===== src/rtl/mux4_rr_arbiter_pkg.sv =====
// mux4_rr_arbiter_pkg: shared FSM encodings, requester count and one-hot helper
package mux4_rr_arbiter_pkg;
  localparam int NUM_REQ = 4;
  typedef enum logic {
    ST_IDLE  = 1'b0,
    ST_GRANT = 1'b1
  } state_t;
  function automatic logic [NUM_REQ-1:0] onehot(input logic [1:0] i);
    return 4'b0001 << i;
  endfunction
endpackage


===== src/rtl/mux4_rr_arbiter_rr_pick4.sv =====
// rr_pick4: combinational round-robin picker starting the scan just after last
//   req   : candidate request bits
//   last  : index of the most recent owner
//   found : some candidate bit was set
//   idx   : first set index in order last+1 .. last+4 (mod 4)
module rr_pick4
  import mux4_rr_arbiter_pkg::*;
(
  input  logic [NUM_REQ-1:0] req,
  input  logic [1:0]         last,
  output logic               found,
  output logic [1:0]         idx
);
  always_comb begin
    found = |req;
    idx   = '0;
    // scan from furthest to nearest so the nearest hit is the one kept
    for (int i = NUM_REQ; i >= 1; i--)
      if (req[last + 2'(i)]) idx = last + 2'(i);
  end
endmodule


===== src/rtl/mux4_rr_arbiter.sv =====
// mux4_rr_arbiter: round-robin owner control for a 4-to-1 mux with burst limit
//   clock : system clock
//   reset : synchronous active-high reset
//   req   : request vector, req[k] asks for mux input k
//   gnt   : registered one-hot grant, zero when idle
//   sel   : registered mux select {s1,s0}, holds its value while idle
//   busy  : registered, high while a grant is active
module mux4_rr_arbiter
  import mux4_rr_arbiter_pkg::*;
#(
  parameter int MAX_HOLD = 4,
  parameter int CNT_W    = 3
) (
  input  logic               clock,
  input  logic               reset,
  input  logic [NUM_REQ-1:0] req,
  output logic [NUM_REQ-1:0] gnt,
  output logic [1:0]         sel,
  output logic               busy
);
  state_t             state, state_nx;
  logic [CNT_W-1:0]   hold_cnt, hold_nx;
  logic [1:0]         last, last_nx, sel_nx, pick_last, idx;
  logic [NUM_REQ-1:0] gnt_nx, cand;
  logic               busy_nx, found, granted, rel;
  assign granted   = state == ST_GRANT;
  assign rel       = !req[sel] || hold_cnt == CNT_W'(MAX_HOLD - 1);
  // while granted the owner is treated as last so rotation starts after it
  assign pick_last = granted ? sel : last;
  // a voluntary release keeps the owner out; on expiry it competes last
  assign cand      = (granted && !req[sel]) ? req & ~onehot(sel) : req;
  rr_pick4 u_pick (
    .req   (cand),
    .last  (pick_last),
    .found (found),
    .idx   (idx)
  );
  always_comb begin
    state_nx = state;
    hold_nx  = hold_cnt;
    last_nx  = last;
    sel_nx   = sel;
    gnt_nx   = gnt;
    busy_nx  = busy;
    if (granted && !rel) begin
      hold_nx = hold_cnt + CNT_W'(1);
    end else if (found) begin
      state_nx = ST_GRANT;
      hold_nx  = '0;
      last_nx  = pick_last;
      sel_nx   = idx;
      gnt_nx   = onehot(idx);
      busy_nx  = 1'b1;
    end else if (granted) begin
      state_nx = ST_IDLE;
      hold_nx  = '0;
      last_nx  = sel;
      gnt_nx   = '0;
      busy_nx  = 1'b0;
    end
  end
  always_ff @(posedge clock) begin
    if (reset) begin
      state    <= ST_IDLE;
      hold_cnt <= '0;
      last     <= 2'd3;
      sel      <= 2'd0;
      gnt      <= '0;
      busy     <= 1'b0;
    end else begin
      state    <= state_nx;
      hold_cnt <= hold_nx;
      last     <= last_nx;
      sel      <= sel_nx;
      gnt      <= gnt_nx;
      busy     <= busy_nx;
    end
  end
endmodule


===== config.mk =====
export PLATFORM = sky130hd
export DESIGN_NAME = mux4_rr_arbiter
export DESIGN_NICKNAME = d
export VERILOG_FILES = /design/src/rtl/mux4_rr_arbiter_pkg.sv /design/src/rtl/mux4_rr_arbiter_rr_pick4.sv /design/src/rtl/mux4_rr_arbiter.sv
export SDC_FILE = /design/constraint.sdc
export NUM_CORES = 1
export LEC_CHECK = 0
export ABC_CLOCK_PERIOD_IN_PS = 1800
export CAP_MARGIN = 25
export CORE_UTILIZATION = 47
export CTS_BUF_LIST = sky130_fd_sc_hd__clkbuf_8
export CTS_CLUSTER_DIAMETER = 200
export DETAILED_ROUTE_END_ITERATION = 7
export HOLD_SLACK_MARGIN = 0.06
export PLACE_DENSITY = 0.76
export SLEW_MARGIN = 20
export SYNTH_ARGS = -nofsm -noshare
export SYNTH_HDL_FRONTEND = slang
export SYNTH_SLANG_ARGS = --single-unit
export TNS_END_PERCENT = 30

===== constraint.sdc =====
create_clock -name clock -period 1.8 [get_ports clock]
set_clock_uncertainty 0.2 [all_clocks]
set_input_delay 0.27 -clock clock [delete_from_list [all_inputs] [get_ports clock]]
set_output_delay 0.27 -clock clock [all_outputs]
set_load 0.05 [all_outputs]

==> flow_summary.json <==
{
  "async_flop_share_pct": 0,
  "dp.cells": 117,
  "hold_start": "gnt[0]",
  "io_pins": 13,
  "chipWidth_um": 41.1,
  "synth_flop_cell": "dfxtp_1",
  "grt_util_all_layers_pct": 24.9,
  "path_max_fanout": 7,
  "min_period_over_period_pct": 104,
  "grt_pass1_wl_mm": 2.62,
  "crit_path_end_kind": "flip-flop",
  "clk_pin_slew_ns": 0.05,
  "ys_seq_elements": 13,
  "fillers": 111,
  "synth_top_area_share_pct": 36.2,
  "power.density_nw_per_um2": 913,
  "fp.dieH_um": 41.1,
  "root_buffer": "clkbuf_8",
  "synth_edf_count": 0,
  "htree_levels": 1,
  "dp_hpwl_mm": 1.36,
  "rsz0062_at_grt": "yes",
  "synth.distinct_cells": 32,
  "clk_latency_ns": 0.24,
  "diodes": 0,
  "setup_viol": 7,
  "yosysTopAreaCell": "dfxtp_1",
  "core_um2": 1370,
  "routedWlPerCell_um": 15.0,
  "max-slew-margin-rel_pct": 76.6,
  "syn_nets": 87,
  "yosys_warnings": 0,
  "yosysSeqAreaShare_pct": 36.2,
  "synth.avg_cell_area_um2": 9.09,
  "tritoncts": "done",
  "cts_buffer_depth": 2,
  "layout.cells.non_filler": 122,
  "grt_max_degree": 9,
  "vias": 709,
  "core.rowCount": 13,
  "setup_ws_ns": -0.0789,
  "io_buffers": 12,
  "grt_overflow": 0,
  "status": "complete, but fails checks",
  "clock_sinks": 13,
  "p_leak_nw": 0.436,
  "critPathKind": "flip-flop to flip-flop",
  "cp.arrival_ns": 1.81,
  "cts_made_buffers": 3,
  "violations": "setup timing",
  "dr.pass1.iters": 4,
  "fin_util_pct": 73.5,
  "ir_drop_uv": 676,
  "synthCells": 79,
  "area_growth_syn_to_layout_pct": 39.9,
  "syn_area_um2": 718,
  "cp-start-kind": "flip-flop",
  "drc": 0,
  "yosys-top-cells-area": "dfxtp_1 36%, nor2_1 7.8%, a32o_1 5.6%, a21oi_1 3.5%, ha_1 3.5%",
  "drt_iter0_markers": 29,
  "layout_min_cycle_time_ns": 1.88,
  "final_nets": 116,
  "maxCapViolations": 0,
  "start_util_pct": 52.6,
  "startpoint": "sel[0]",
  "vias_per_cell": 5.81,
  "drv_slew": 0,
  "drt_wl_total_mm": 1.83,
  "antenna_found_initial": 0,
  "required_ns": 1.73,
  "ant_nets": 0,
  "r2r_start": "sel[0]",
  "hp-class": "flip-flop to flip-flop",
  "fmax_ghz": 0.532,
  "hold_viol": 0,
  "grt_pass1_vias": 652,
  "finalPower_mw": 0.918,
  "die-area_um2": 1690,
  "gp_congestion": 0.739,
  "drive_gt1_share_pct": 37.4,
  "tightestPinTransition_ns": 0.348
}
==> state kept, by name, summed over array words and instances (netlist names) <==
signal    count
busy          1
gnt           4
granted       1
hold_cnt      3
last          2
sel           2
==> final timing paths <==
path,endpoint,slack [ns],depth (start not counted)
worst max register to register,gnt[2],-0.08,5
worst max-delay path,gnt[2],-0.08,5
worst min-delay path,gnt[0],0.27,1
worst min register to register,gnt[0],0.27,1
==> worst max-delay path: stages, from the launching register on <==
cell and delay, ns:
dfxtp_4 0.35, mux4_2 0.51, and3b_2 0.32, nor2_4 0.13
nor2_4 0.05, a32o_1 0.21
==> layout make-up <==
type	count	area (um^2)	share of cell area [%]
multi-input combinational	61	457	45.5
inverter	2	7.51	0.747
clock inverter	1	3.75	0.374
clock buffer	3	41.3	4.11
sequential	13	267	26.5
timing repair buffer	27	210	20.9
tap	15	18.8	1.87
==> power breakdown <==
| part | internal, mW | leakage, nW | switching (mW) | total (mW) |
|---|---|---|---|---|
| Combinational | 0.137 | 0.301 | 0.190 | 0.327 |
| Clock | 0.150 | 0.0269 | 0.0968 | 0.247 |
| Sequential | 0.320 | 0.108 | 0.0239 | 0.344 |
==> cell usage after synthesis (all sizes together), types with 2 or more instances <==
master,count
a211oi,2
a21oi,5
a32o,4
buf,2
dfxtp,13
ha,2
inv,2
nand2,3
nand2b,3
nor2,16
nor2b,4
o21a,2
o21ai,5
==> metrics by stage <==
stage / instance area [um^2] / hold slack, ns / TNS [ns] / worst slack [ns]
6_report: 1000 / 0.271 / -0.416 / -0.0789
5_1_grt: 1000 / 0.296 / -0.764 / -0.116
4_1_cts: 990 / 0.272 / -0.510 / -0.126
3_5_place_dp: 945 / 0.260 / -5.38 / -0.586
3_3_place_gp: 945 / 0.253 / -4.96 / -0.532
2_1_floorplan: 738 / 0.206 / -0.891 / -0.150
==> logic make-up (layout without fill, tap and decap cells) <==
family          count (synthesis)  in the layout  synth area share [%]
fa+ha+maj                       2              2                  3.48
compound gates                 22             22                  21.6
flops                          13             13                  36.2
mux                             3              3                  6.10
simple gates                   34             34                  28.7
buf+inv                         5             33                  3.83
==> routing by layer <==
layer	track usage (%)	part of all wire (%)	vias up
li1	-	-	341
met1	26.1	40	334
met2	43.8	51	25
met3	5.43	5.2	9
met4	16.9	3.2	0
met5	0	0	-
==> timing repair <==
| action | in CTS | in global routing |
|---|---|---|
| pin swaps | 6 | 3 |
| hold buffers | 0 | 0 |
| endpoints found under the setup margin | 9 | 8 |
| resized for setup | 6 | 4 |
| endpoints found under the hold margin | 0 | 0 |
| buffers inserted | 0 | 1 |
==> cells in the final DEF (no fill, tap or decap), types with 3 or more instances in the layout <==
| cell | count |
|---|---|
| buf_4 | 22 |
| dlygate4sd2_1 | 4 |
| dfxtp_1 | 10 |
| a21oi_1 | 4 |
| o21ai_0 | 3 |
| nor2_1 | 12 |
| nor2b_1 | 4 |
| a32o_1 | 4 |
| clkbuf_8 | 3 |
| inv_1 | 3 |
| nand2_1 | 3 |
| nor2_4 | 3 |
| nand2b_1 | 3 |
(Power assumes the default switching activity.)
